`config.mk`:
```
export PLATFORM = sky130hd
export DESIGN_NAME = pc_gen_flat
export DESIGN_NICKNAME = d
export VERILOG_FILES = /design/src/rtl/pc_gen_if.sv /design/src/rtl/pc_gen.sv /design/src/flat_wrapper.sv
export SDC_FILE = /design/constraint.sdc
export NUM_CORES = 1
export LEC_CHECK = 0
export ABC_AREA = 1
export CAP_MARGIN = 20
export CORE_ASPECT_RATIO = 0.6
export CORE_MARGIN = 4
export CORE_UTILIZATION = 45
export DETAILED_ROUTE_END_ITERATION = 12
export PLACE_DENSITY = 0.76
export SYNTH_ARGS = -nofsm -noshare
export SYNTH_HDL_FRONTEND = slang
export SYNTH_SLANG_ARGS = --single-unit
```
`constraint.sdc`:
```
create_clock -name clk -period 3.9 [get_ports clk]
set_input_delay 0.39 -clock clk [delete_from_list [all_inputs] [get_ports clk]]
set_output_delay 0.39 -clock clk [all_outputs]
set_load 0.01 [all_outputs]
```
`src/rtl/pc_gen_if.sv`:
```
// Fetch-side bus of the program-counter sequencer: control inputs from the
// pipeline plus the fetch address and the tag/valid of the registered instruction.
interface pc_gen_if;
  logic        stall;
  logic        redirect_valid;
  logic [31:0] redirect_target;
  logic [31:0] pc;
  logic [31:0] pc_d;
  logic        inst_valid;
  logic        pc_fault;

  // Sequencer side
  modport master (
    input  stall,
    input  redirect_valid,
    input  redirect_target,
    output pc,
    output pc_d,
    output inst_valid,
    output pc_fault
  );

  // Pipeline / fetch side
  modport slave (
    output stall,
    output redirect_valid,
    output redirect_target,
    input  pc,
    input  pc_d,
    input  inst_valid,
    input  pc_fault
  );
endinterface

```
`src/rtl/pc_gen.sv`:
```
// Program-counter sequencer in front of an enable-less fetch register.
// Tracks which address the registered instruction belongs to (pc_d) and whether
// it is valid, handles sequential wrap, stall replay and redirect with one bubble.
// Optional macro PC_GEN_BOUND_CHECK_EN: an out-of-range redirect target traps
// into a sticky FAULT state that only rst leaves.
module pc_gen #(
  parameter int unsigned RESET_PC   = 0,
  parameter int unsigned IMEM_WORDS = 8
) (
  input logic        clk,
  input logic        rst,
  pc_gen_if.master   pc_io
);

  typedef enum logic [1:0] {StEmpty, StRun, StFault} state_e;

  state_e      state_q, state_d;
  logic [31:0] fetch_pc_q, fetch_pc_d;
  // Tag of the instruction currently held in the fetch register
  logic [31:0] pc_d_q, pc_d_d;
  logic        pc_fault_q, pc_fault_d;
  logic [31:0] fetch_pc_inc;
  logic        target_oob;

  assign fetch_pc_inc = fetch_pc_q + 32'd1;
  assign target_oob   = (pc_io.redirect_target >= 32'(IMEM_WORDS));

  // Next-state decode: redirect beats stall beats advance; FAULT freezes everything
  always_comb begin
    state_d    = state_q;
    fetch_pc_d = fetch_pc_q;
    pc_d_d     = pc_d_q;
    pc_fault_d = pc_fault_q;
    unique case (state_q)
      StEmpty, StRun: begin
        if (pc_io.redirect_valid) begin
`ifdef PC_GEN_BOUND_CHECK_EN
          if (target_oob) begin
            state_d    = StFault;
            pc_fault_d = 1'b1;
          end else begin
            fetch_pc_d = pc_io.redirect_target;
            state_d    = StEmpty;
          end
`else
          // Out-of-range targets are fetched once, then wrap on advance
          fetch_pc_d = pc_io.redirect_target;
          state_d    = StEmpty;
`endif
        end else if (!pc_io.stall) begin
          pc_d_d     = fetch_pc_q;
          fetch_pc_d = (fetch_pc_inc >= 32'(IMEM_WORDS)) ? 32'd0 : fetch_pc_inc;
          state_d    = StRun;
        end
      end
      StFault: begin
      end
      default: begin
        state_d = StEmpty;
      end
    endcase
  end

  // State registers with synchronous reset
  always_ff @(posedge clk) begin
    if (rst) begin
      state_q    <= StEmpty;
      fetch_pc_q <= 32'(RESET_PC);
      pc_d_q     <= 32'(RESET_PC);
      pc_fault_q <= 1'b0;
    end else begin
      state_q    <= state_d;
      fetch_pc_q <= fetch_pc_d;
      pc_d_q     <= pc_d_d;
      pc_fault_q <= pc_fault_d;
    end
  end

  // Output mux: during a stall of a valid instruction, re-present its address so
  // the enable-less fetch register reloads the same word.
  always_comb begin
    pc_io.pc         = fetch_pc_q;
    pc_io.pc_d       = pc_d_q;
    pc_io.inst_valid = (state_q == StRun);
    if (pc_io.stall && (state_q == StRun) && !pc_io.redirect_valid) begin
      pc_io.pc = pc_d_q;
    end
`ifdef PC_GEN_BOUND_CHECK_EN
    pc_io.pc_fault = pc_fault_q;
`else
    pc_io.pc_fault = 1'b0;
`endif
  end

  // target_oob is only consumed when the bound check is built in
  logic unused_oob;
  assign unused_oob = target_oob;

endmodule

```
`src/flat_wrapper.sv`:
```
// flat-port wrapper written by rule: the top's interface ports become plain ports
module pc_gen_flat 
#(
  parameter int unsigned RESET_PC   = 0,
  parameter int unsigned IMEM_WORDS = 8
)
  (clk, rst, pc_io_stall, pc_io_redirect_valid, pc_io_redirect_target, pc_io_pc, pc_io_pc_d, pc_io_inst_valid, pc_io_pc_fault);
  pc_gen_if pc_io_i ();
  input logic clk;
  input logic rst;
  input wire logic [$bits(pc_io_i.stall)-1:0] pc_io_stall;
  input wire logic [$bits(pc_io_i.redirect_valid)-1:0] pc_io_redirect_valid;
  input wire logic [$bits(pc_io_i.redirect_target)-1:0] pc_io_redirect_target;
  output wire logic [$bits(pc_io_i.pc)-1:0] pc_io_pc;
  output wire logic [$bits(pc_io_i.pc_d)-1:0] pc_io_pc_d;
  output wire logic [$bits(pc_io_i.inst_valid)-1:0] pc_io_inst_valid;
  output wire logic [$bits(pc_io_i.pc_fault)-1:0] pc_io_pc_fault;
  assign pc_io_i.stall = pc_io_stall;
  assign pc_io_i.redirect_valid = pc_io_redirect_valid;
  assign pc_io_i.redirect_target = pc_io_redirect_target;
  assign pc_io_pc = pc_io_i.pc;
  assign pc_io_pc_d = pc_io_i.pc_d;
  assign pc_io_inst_valid = pc_io_i.inst_valid;
  assign pc_io_pc_fault = pc_io_i.pc_fault;
  pc_gen #(.RESET_PC(RESET_PC), .IMEM_WORDS(IMEM_WORDS)) u_core (.clk(clk), .rst(rst), .pc_io(pc_io_i));
endmodule
```
==> results of run 1 <==
[sequential cells by signal, indices dropped and copies added, names as in the netlist]
register / flops
u_core.fetch_pc_q: 32
u_core.pc_io.pc_d: 32
u_core.state_q: 1
[placed cells by master, fill, tap and decap left out]
cell                              synthesis  routed
sky130_fd_sc_hd__nand2_1                179     178
sky130_fd_sc_hd__nor2_1                 118     116
sky130_fd_sc_hd__clkdlybuf4s50_1          0      99
sky130_fd_sc_hd__dfxtp_1                 65      65
sky130_fd_sc_hd__a21oi_1                 64      64
sky130_fd_sc_hd__inv_1                   53      53
sky130_fd_sc_hd__a211oi_1                32      32
sky130_fd_sc_hd__nand3_1                 27      27
sky130_fd_sc_hd__clkbuf_16                0       9
sky130_fd_sc_hd__nor2_4                   5       6
sky130_fd_sc_hd__o21ai_0                  5       5
sky130_fd_sc_hd__xor2_1                   5       5
sky130_fd_sc_hd__nor2_2                   3       4
sky130_fd_sc_hd__nand2_2                  3       4
sky130_fd_sc_hd__nand4_1                  4       4
sky130_fd_sc_hd__nor3_1                   3       3
sky130_fd_sc_hd__buf_4                    1       3
sky130_fd_sc_hd__nand2_4                  2       2
sky130_fd_sc_hd__o21ai_1                  2       2
sky130_fd_sc_hd__clkinvlp_4               0       2
sky130_fd_sc_hd__clkinv_2                 0       2
sky130_fd_sc_hd__buf_12                   0       2
sky130_fd_sc_hd__inv_2                    1       1
sky130_fd_sc_hd__nor2_8                   1       1
sky130_fd_sc_hd__and2_1                   1       1
sky130_fd_sc_hd__a21oi_2                  1       1
sky130_fd_sc_hd__ha_1                     1       1
sky130_fd_sc_hd__conb_1                   1       1
sky130_fd_sc_hd__bufinv_16                0       1
sky130_fd_sc_hd__clkbuf_8                 0       1
sky130_fd_sc_hd__clkbuf_1                23       1
sky130_fd_sc_hd__buf_2                    0       1
[cell type report]
cell class                 instances  share of cell area, %
multi-input combinational        457                  41.32
sequential                        65                  25.49
clock inverter                     5                  1.078
clock buffer                      11                  4.755
timing repair buffer             105                  20.74
tap                              108                  2.647
inverter                          54                  3.971
[worst max-delay path, cell delays in order]
cell and delay [ps]:
sky130_fd_sc_hd__clkdlybuf4s50_1 520, sky130_fd_sc_hd__inv_1 70, sky130_fd_sc_hd__nor2_2 110, sky130_fd_sc_hd__nand2_2 350
sky130_fd_sc_hd__buf_12 310, sky130_fd_sc_hd__o21ai_0 240, sky130_fd_sc_hd__clkdlybuf4s50_1 590
[kinds of logic after synthesis]
family                     after synthesis  synth area share, %
other                                    1               0.1011
xor gates and xnor gates                 5                1.180
adders and majority gates                1               0.3372
AOI/OAI and AO/OA                      104                16.29
DFF                                     65                35.08
buffers and inverters                   82                8.398
and+or+nand+nor                        346                38.62
[per-layer routing]
layer / GRT usage [%] / up-vias
met5: 0 / -
met4: 6.385 / 0
met3: 7.138 / 18
met2: 32.15 / 164
met1: 34.32 / 1808
li1: - / 2110
[cell usage after synthesis (all sizes together)]
| cell | n | area (um2) |
|---|---|---|
| nand2 | 184 | 713.2 |
| nor2 | 127 | 538.0 |
| a21oi | 65 | 329.1 |
| dfxtp | 65 | 1301 |
| inv | 54 | 202.7 |
| a211oi | 32 | 240.2 |
| nand3 | 27 | 135.1 |
| clkbuf | 23 | 86.33 |
| o21ai | 7 | 35.03 |
| buf | 5 | 22.52 |
| xor2 | 5 | 43.79 |
| nand4 | 4 | 25.02 |
| nor3 | 3 | 15.01 |
| and2 | 1 | 6.260 |
| conb | 1 | 3.750 |
| ha | 1 | 12.51 |
[path summary, 6_finish.rpt]
check                        start  cells past startpoint  slack [ps]               endpoint
min reg2reg  u_core.fetch_pc_q[20]                      2         480  u_core.fetch_pc_q[20]
min          u_core.fetch_pc_q[20]                      2         480  u_core.fetch_pc_q[20]
max reg2reg   u_core.fetch_pc_q[0]                     13        1700   u_core.fetch_pc_q[2]
max                    pc_io_stall                      7         930            pc_io_pc[0]
[power by group]
part / internal [W] / switching (W)
clock network: 0.000510 / 0.000301
registers: 0.000702 / 0.0000378
logic: 0.000148 / 0.000147
total: 0.00136 / 0.000485
[per-stage QoR]
| step | power (W) | hold slack (ps) | area, um2 | setup WS, ps | instances |
|---|---|---|---|---|---|
| 3_5_place_dp | 0.001041 | 474.7 | 4787 | 985.6 | 788 |
| 5_1_grt | 0.001923 | 500.6 | 5105 | 818.5 | 805 |
| 4_1_cts | 0.001848 | 482.0 | 5085 | 964.1 | 804 |
| 2_1_floorplan | 0.0008881 | 454.0 | 3710 | 1934 | 604 |
| 3_3_place_gp | 0.001037 | 471.1 | 4787 | 1069 | 788 |
| 6_report | 0.001844 | 479.4 | 5105 | 926.9 | 805 |
==> results.txt, run 1 <==
The run finished with clean final reports. The number of global-route vias before repair came out at 3673. During placement, the flow inserted port buffers numbering 100. The warning count from the yosys run came out at 0. STA classifies the critical path endpoint as an output port. The clock-pin slew on the worst setup and hold paths is approximately 50 ps. The cell area power density is 361.2 nW/um2. The total length of routed wires came out at 11.46 mm. The endpoint required time on the critical path is 3510 ps. The transition at the pin with the smallest max-transition slack is roughly 820 ps.

The number of routed nets with antenna violations is 0. The clock root buffer master is sky130_fd_sc_hd__clkbuf_16. The layout filler cell count is 719. Hold repair after CTS inserted 0 buffers. The clock tree synthesis step divided the H-tree into 3 levels.

The die span in y is just under 80 um. The starting density of the core came out at 46.69%. The worst ir drop on vdd is 0.1811 mV.

The estimated wirelength of the detail-placed design is 8.230 mm. The DRC violation total after the first TritonRoute iteration is 346. The setup total negative slack is 0 ps. The total congestion overflow after global routing came out at 0. The largest fanout of any net on the critical path is 35. The category of the most critical setup path is input pin to output port. The net count of the finished layout is 729. The count of max-cap constraint violations came out at 0.

At the end of routability-driven placement, the weighted congestion stood at 0.9142. The static leakage came out at between 2 and 2.5 nW. The average cell area after synthesis came out at 6.142 um2. The number of nets produced by synthesis came out at 641. The met1 wire length came out at 5.923 mm. The clock period minus worst slack came out at 2973 ps. The data arrival at the endpoint of the critical path came out at 2580 ps. The post-synthesis to final-layout area growth is 37.61%. The number of antenna diodes in the final layout is 0.

The final number of max-transition violations came to 0. The iteration count of the initial detailed-routing pass came out at 5. The area of all sequential standard cells came out at between 1000 and 1500 um2. After detailed routing, the met3 layer carries 985 um of wire. STA classifies the critical path startpoint as an input pin. In this run the top signal layer used is met4. Measured along the x axis, the die boundary spans 125.2 um. The initial antenna violation count came out at 0. The routed wire length on met2 came out at 4.380 mm.

The distinct cell type count of the synthesized netlist came out at 25. The clock latency on the worst-skew pair came out at 330 ps. The number of storage elements in the synthesis netlist came out at 65. After synthesis, flip-flops and latches occupy 35.08% of the total area.

The proportion of layout cells with a drive suffix above 1 is 5.739%. The number of instances in the synthesized netlist came out at ~600. The path class of the tightest hold or removal check is flop to flop.

The number of resized instances in the post-cts repair step is 0. The DRC violation count after routing is 0. The total vias in the final route came out at 4100. The clock passes through at most 2 buffers. The clock tree from TritonCTS is yes. Counting every sink on the clock net gives 65. The maximum operating frequency is 336.4 MHz. The largest clock skew in the final design came out at 3.805 ps. The clock buffer count from CTS is 9. Dividing the detail-routed wire length by the instance count gives 14.24 um. The core area came out at ~8000 um2. The area taken by multi-input logic gates came out at between 2000 and 2500 um2. Setup repair after global routing left no endpoint under its margin.

At the end of the flow the core is filled with cells to 64.25%. The overall track demand over capacity in global routing is 23.20%. The floorplan die area is just under 10000 um2. The count of final hold-check violations came out at 0.

The count of endpoints failing setup in the final report came out at 0. The cell area after synthesis came out at ~3700 um2. The worst slew margin relative to its limit came out at 45.20%. The number of placed I/O pins is 102.

The initialized floorplan defines 25 standard-cell rows. The largest net degree at the start of global routing came out at 66. The first global-routing pass estimated about 19 mm of wire. The part of the cycle the worst path needs came out at about 76%.

The post-CTS setup repair buffer count came out at 0. The mean number of vias per cell is 5.093.
Note: power is estimated with default switching activity, not from simulation.
==> inputs of run 2 (changes only) <==
==> constraint.sdc (replaced) <==
create_clock -name clk -period 3 [get_ports clk]
set_input_delay 0.3 -clock clk [delete_from_list [all_inputs] [get_ports clk]]
set_output_delay 0.3 -clock clk [all_outputs]
set_load 0.01 [all_outputs]
==> run 2 against run 1 <==
- core utilization up 1.1 points
- sequential power up 30%
- via count increased by 0.66%
- count of clock-buffer cells in the layout shrank 1
- hold slack worse by 16 ps
==> results.txt, run 2 (same netlist as run 1, synthesis figures left out) <==
The clock buffer count from CTS came to 9 (unchanged). The critical path depth in cells is 7 (unchanged). The number of placement rows came to 25 (unchanged). The clock-pin slew on the worst setup and hold paths came to 50 ps (about the same). The number of diodes came out at 0 (unchanged). The proportion of layout cells with a drive suffix above 1 came out at 6.017% (+0.28 points). The part of the cycle the worst path needs came out at 82.43%. The starting density of the core is 46.69% (unchanged). The total length of routed wires is 11.42 mm (-0.41%). The global-route wire length before repair was 18.86 mm (+1.7%). The critical path buffer and inverter count is 4 (unchanged). The count of final hold-check violations is 0 (unchanged).

The number of placed I/O pins came to 102 (unchanged). Counting stages on the worst path, the most repeated cell is sky130_fd_sc_hd__clkdlybuf4s50_1. The count of max-cap constraint violations came to 0 (unchanged). The post-cts hold buffer count is 0 (unchanged).

The iteration count of the initial detailed-routing pass is 4 (-1). The worst ir drop on vdd is 0.2689 mV (+48%). The count of endpoints failing setup in the final report came to 0 (unchanged). The largest fanout of any net on the critical path was 31 (-11%). The worst slew margin relative to its limit is 61.60% (+16 points). The maximum operating frequency came out at ~400 MHz. The die span in y is 78.33 um (unchanged).

STA classifies the critical path startpoint as an input pin. The total congestion overflow after global routing is 0 (unchanged). The flow ran to the end, and the final reports show no timing, DRC or antenna violations.

The maximum buffer depth of the clock tree is 2 (unchanged). The layout filler cell count was 714 (-0.70%). The estimated wirelength of the detail-placed design came to 8.361 mm (+1.6%). Broken down by cell family, the worst path's largest delay share belongs to buffers and inverters. The post-synthesis to final-layout area growth is 39.93%. The depth of the worst hold-timing path came out at 2 (unchanged). The post-route cell area came out at 5191 um2 (+1.7%).

The floorplan die area is 9808 um2 (unchanged). In the layout the commonest cells are 178 x sky130_fd_sc_hd__nand2_1, 116 x sky130_fd_sc_hd__nor2_1, 99 x sky130_fd_sc_hd__clkdlybuf4s50_1, 65 x sky130_fd_sc_hd__dfxtp_1, 64 x sky130_fd_sc_hd__a21oi_1. The longest individual stage delay on the worst path is 590 ps (about the same).

The largest clock skew in the final design came out at 6.921 ps (+3.115 ps). The slowest stage of the critical path is the sky130_fd_sc_hd__clkdlybuf4s50_1 cell. The post-CTS setup repair buffer count came to 0 (unchanged). The number of cells on the worst reg-to-reg path came out at 13 (unchanged).

The final number of max-transition violations is 0 (unchanged). STA classifies the critical path endpoint as an output port. The overall track demand over capacity in global routing came to 23.66% (+0.46 points).

The net count of the finished layout is 730 (+0.14%). The number of routed nets with antenna violations came out at 0 (unchanged). The average wire length per cell after detail routing is 14.16 um (-0.53%).

The initial antenna violation count is 0 (unchanged). The clock latency on the worst-skew pair is 330 ps (about the same). The DRC violation count after routing is 0 (unchanged).

Subtracting the final worst setup slack from the clock period gives between 2000 and 2500 ps. The horizontal extent of the die came out at 125.2 um (unchanged). The signal on the critical path passes through clkdlybuf4s50_1, inv_1, nor2_2, nand2_2, buf_4, o21ai_0, clkdlybuf4s50_1. The number of resized instances in the post-cts repair step came out at 0 (unchanged). The weighted congestion at the end of routability-driven global placement came out at 0.9099 (-0.47%). The number of global-route vias before repair came to 3761 (+2.4%). The DRC violation total after the first TritonRoute iteration is 263 (-24%). The largest net degree at the start of global routing is 66 (unchanged). The critical path in this run is classified as input pin to output port. The cell area power density was 512.9 nW/um2 (+42%). The static leakage was 2.089 nW (+2.1%).

The class of the most critical hold timing path is input pin to flop. The standard cell area after detailed placement is 4795 um2 (+0.16%). The count of input and output buffers was 100 (unchanged). The H-tree level count came out at 3 (unchanged). The clock root buffer master is sky130_fd_sc_hd__clkbuf_16. The endpoint required time on the critical path was 2700 ps (-810 ps). Setup repair after global routing left no endpoint under its margin. TritonCTS built the clock tree. The data arrival at the endpoint of the critical path is 2170 ps (-410 ps). The core area is 7945 um2 (unchanged). The transition at the pin with the smallest max-transition slack is 575.9 ps (-244.2 ps).

The clock net sink count is 65 (unchanged). The setup total negative slack came to 0 ps (unchanged). The library cell used most frequently in the layout, excluding fill and tap cells, is sky130_fd_sc_hd__nand2_1. The total vias in the final route was 4127 (+0.66%). The mean number of vias per cell came out at 5.120 (+0.53%).
==> run 2: metrics by stage <==
| step | worst slack (ps) | total power (W) | utilization (%) | instances | hold WS (ps) |
|---|---|---|---|---|---|
| 2_1_floorplan | 1214 | 0.001155 | - | 604 | 449.0 |
| 3_3_place_gp | 677.2 | 0.001348 | 60.35 | 789 | 471.1 |
| 3_5_place_dp | 537.6 | 0.001356 | 60.35 | 789 | 489.9 |
| 4_1_cts | 524.2 | 0.002673 | 65.09 | 805 | 498.0 |
| 5_1_grt | 444.9 | 0.002765 | 65.34 | 806 | 491.9 |
| 6_report | 527.2 | 0.002662 | 65.34 | 806 | 463.8 |
==> run 2: area by class of cell <==
cell class	instances	area, um2	area share, %
clock inverter	6	137.6	2.651
clock buffer	10	239.0	4.604
multi-input combinational	457	2110	40.64
timing repair buffer	106	1066	20.54
tap	108	135.1	2.603
sequential	65	1301	25.07
inverter	54	202.7	3.905
==> run 2: report_power, final <==
group	switching (W)	internal, W
Sequential	0.0000493	0.000912
Clock	0.000395	0.000923
Combinational	0.000191	0.000193
==> run 2: path summary, 6_finish.rpt <==
path	from	to	slack (ps)
worst min-delay path	rst	u_core.fetch_pc_q[2]	460
worst min register to register	u_core.fetch_pc_q[20]	u_core.fetch_pc_q[20]	490
worst max-delay path	pc_io_stall	pc_io_pc[0]	530
worst max register to register	u_core.fetch_pc_q[0]	u_core.fetch_pc_q[1]	780
==> run 2: per-layer routing <==
metal | part of all wire [%] | GRT usage [%]
met1 | 51 | 34.82
met2 | 39 | 32.80
met3 | 8.6 | 7.818
met4 | 1.1 | 6.169
met5 | 0 | 0
==> inputs of run 3 (changes only) <==
--- a/config.mk
+++ b/config.mk
@@ -9,9 +9,9 @@
 export CAP_MARGIN = 20
 export CORE_ASPECT_RATIO = 0.6
 export CORE_MARGIN = 4
-export CORE_UTILIZATION = 45
+export CORE_UTILIZATION = 44
 export DETAILED_ROUTE_END_ITERATION = 12
-export PLACE_DENSITY = 0.76
+export PLACE_DENSITY = 0.77
 export SYNTH_ARGS = -nofsm -noshare
 export SYNTH_HDL_FRONTEND = slang
 export SYNTH_SLANG_ARGS = --single-unit
==> constraint.sdc (replaced) <==
create_clock -name clk -period 2 [get_ports clk]
set_input_delay 0.2 -clock clk [delete_from_list [all_inputs] [get_ports clk]]
set_output_delay 0.2 -clock clk [all_outputs]
set_load 0.01 [all_outputs]
==> run 3 against run 2 <==
- the flow now finishes with violations (negative setup slack)
- clock power rose by 39%
- die area rose by 2.1%
- critical path depth rose by 8
- core utilization up 1.2 points
- sequential power increased by 50%
- design area up 3.1%
- first-iteration DRC count is 26% higher
- clock skew is 3.2 ps lower
- largest power group unchanged
==> results.txt, run 3 (same netlist as run 1, synthesis figures left out) <==
The starting density of the core is 46.15% (-0.55 points). The number of placed I/O pins came out at 102 (unchanged). In this run the critical register-to-register path is captured at u_core.fetch_pc_q[0]. The largest fanout of any net on the critical path is 7 (-77%). The core area came out at 8039 um2 (+1.2%). The met1 track utilization from global routing came out at 35.01% (+0.20 points). The endpoint required time on the critical path is 2250 ps (-450 ps). The clock-pin slew on the worst setup and hold paths is 60 ps (about the same). The setup total negative slack came out at -52.56 ps (-52.56 ps).

The largest net degree at the start of global routing came out at 66 (unchanged). The net count of the finished layout was 749 (+2.6%). The post-cts hold buffer count came to 0 (unchanged). The end of the critical path is u_core.fetch_pc_q[0]. The clock latency on the worst-skew pair is 330 ps (about the same). The critical path starts at u_core.fetch_pc_q[1].

The total vias in the final route is 4242 (+2.8%). The global-route wire length before repair came out at 19.43 mm (+3.0%). The global-route met2 utilization came out at 34.44% (+1.6 points). The cell area power density is 717.8 nW/um2 (+40%). The H-tree level count is 3 (unchanged). The DRC violation total after the first TritonRoute iteration was 331 (+26%). The horizontal extent of the die came out at 126.5 um (+1.1%). STA classifies the critical path endpoint as a flop. The count of input and output buffers is 100 (unchanged).

Setup repair after global routing could not meet its margin everywhere. The total congestion overflow after global routing is 0 (unchanged). The static leakage came out at 2.314 nW (+11%). The worst setup path is of the flop to flop kind. The number of cells on the worst reg-to-reg path was 15 (+2). In the finished design, the share of the clock period the worst path needs comes to 102.6%.

Clock tree synthesis selected as its root buffer the cell sky130_fd_sc_hd__clkbuf_16. The largest clock skew in the final design came out at 3.764 ps (-3.156 ps). The clock buffer count from CTS is 9 (unchanged).

The maximum buffer depth of the clock tree is 2 (unchanged). The number of placement rows came out at 25 (unchanged). Counting I/O delays and the setup requirement, the final critical path takes approximately 2100 ps. The die span in y is 79.13 um (+1.0%). The post-synthesis to final-layout area growth came out at 44.28%. The data arrival at the endpoint of the critical path came out at 2310 ps (+140 ps).

The estimated wirelength of the detail-placed design came out at 8.665 mm (+3.6%). The overall track demand over capacity in global routing came out at 24.18% (+0.52 points). The number of routed nets with antenna violations came out at 0 (unchanged). The floorplan die area is 10010 um2 (+2.1%). The minimum setup slack among reg-to-reg paths came out at -50 ps (-830 ps). The iteration count of the initial detailed-routing pass is 5 (+1).

The count of max-cap constraint violations came out at 0 (unchanged). The final hold slack is 335.5 ps (-128.3 ps). The final number of max-transition violations is 0 (unchanged). The flow ran to the end, but the final reports show violations.

The worst ir drop on vdd is 0.3612 mV (+34%). met1 is the most crowded layer. The number of diodes was 0 (unchanged). The count of endpoints failing setup in the final report came out at 1 (+1). The clock tree from TritonCTS is yes.

The checks that failed: negative setup slack. The library cell used most frequently in the layout, excluding fill and tap cells, is sky130_fd_sc_hd__nand2_1. The least setup slack across all paths after layout is -52.56 ps (-579.8 ps). The startpoint identified for the worst register-to-register timing path is u_core.fetch_pc_q[1]. The kind of start point of the critical path is a flop. The clock net sink count came to 65 (unchanged). The DRC violation count after routing came out at 0 (unchanged). The routing usage on met3 came out at 7.191% (-0.63 points).

The average wire length per cell after detail routing is 14.48 um (+2.2%). The number of global-route vias before repair is 3905 (+3.8%). The total length of routed wires is 11.94 mm (+4.6%). The mean number of vias per cell came out at 5.142 (+0.42%). The count of final hold-check violations was 0 (unchanged).

The weighted congestion at the end of routability-driven global placement is 0.8780 (-3.5%). The maximum operating frequency came out at 487.2 MHz. The tightest min-delay check is of the input pin to flop type. The top cell types in the final layout, fill and taps aside, are 175 x sky130_fd_sc_hd__nand2_1, 106 x sky130_fd_sc_hd__nor2_1, 67 x sky130_fd_sc_hd__clkdlybuf4s50_1, 63 x sky130_fd_sc_hd__a21oi_1, 55 x sky130_fd_sc_hd__dfxtp_1. The proportion of layout cells with a drive suffix above 1 is 12.27% (+6.3 points). The initial antenna violation count is 0 (unchanged).
[run 3: worst min path at each step]
| stage | startpoint | end | slack (ps) | cells past startpoint |
|---|---|---|---|---|
| after global placement | u_core.fetch_pc_q[20] | u_core.fetch_pc_q[20] | 470 | 2 |
| after floorplan | pc_io_redirect_target[10] | u_core.fetch_pc_q[10] | 350 | 2 |
| after CTS | rst | u_core.fetch_pc_q[2] | 330 | 3 |
| after global routing | rst | u_core.fetch_pc_q[2] | 370 | 3 |
| final | rst | u_core.fetch_pc_q[2] | 340 | 3 |
| after detailed placement | u_core.fetch_pc_q[20] | u_core.fetch_pc_q[20] | 490 | 2 |
[run 3: cell type report]
type / instances / area, um2
Timing Repair Buffer: 125 / 1181
Clock inverter: 7 / 118.9
Tap cell: 108 / 135.1
Clock buffer: 9 / 225.2
Multi-Input combinational cell: 457 / 2173
Sequential cell: 65 / 1316
Fill cell: 751 / 2686
Inverter: 54 / 202.7
[run 3: per-stage QoR]
| stage | cells | utilization, % | instance area [um2] | total power [W] | setup WS [ps] |
|---|---|---|---|---|---|
| finish | 825 | 66.58 | 5353 | 0.003842 | -52.56 |
| global route | 825 | 66.58 | 5353 | 0.003987 | -86.31 |
| CTS | 823 | 65.81 | 5290 | 0.003853 | -36.94 |
| detailed placement | 806 | 61.54 | 4947 | 0.002053 | -72.60 |
| global placement | 806 | 61.54 | 4947 | 0.002039 | -40.00 |
| floorplan | 604 | - | 3710 | 0.001732 | 214.3 |
[run 3: power breakdown]
group | switching [W] | leakage, nW | total (W) | internal, W
Combinational | 0.000298 | 1.61 | 0.000572 | 0.000274
Clock | 0.000612 | 0.162 | 0.00183 | 0.00122
Sequential | 0.0000729 | 0.539 | 0.00144 | 0.00137
[run 3: critical path, cell delays in order, from the launching register on]
cell and delay, ps:
sky130_fd_sc_hd__dfxtp_4 350, sky130_fd_sc_hd__buf_4 140, sky130_fd_sc_hd__nand2_1 110, sky130_fd_sc_hd__nor2_1 80, sky130_fd_sc_hd__nand2_1 110, sky130_fd_sc_hd__nor2_4 80
sky130_fd_sc_hd__buf_4 140, sky130_fd_sc_hd__nand2_1 50, sky130_fd_sc_hd__nand2_1 60, sky130_fd_sc_hd__nor2_1 120, sky130_fd_sc_hd__nand2_1 70, sky130_fd_sc_hd__nor2_1 120
sky130_fd_sc_hd__nand2_1 120, sky130_fd_sc_hd__nor2_2 150, sky130_fd_sc_hd__nand3_1 110, sky130_fd_sc_hd__a21oi_1 170
[run 3: repair_timing]
item | in CTS | in global routing
setup buffers | 1 | 2
resized for setup | 41 | 22
endpoints found under the setup margin | 35 | 3
pin swaps | 4 | 4
[run 3: routing by layer]
metal  part of all wire (%)  up-vias
li1                       -     2145
met5                      0        -
met1                     51     1905
met4                    1.7        0
met2                     39      172
met3                    8.5       20
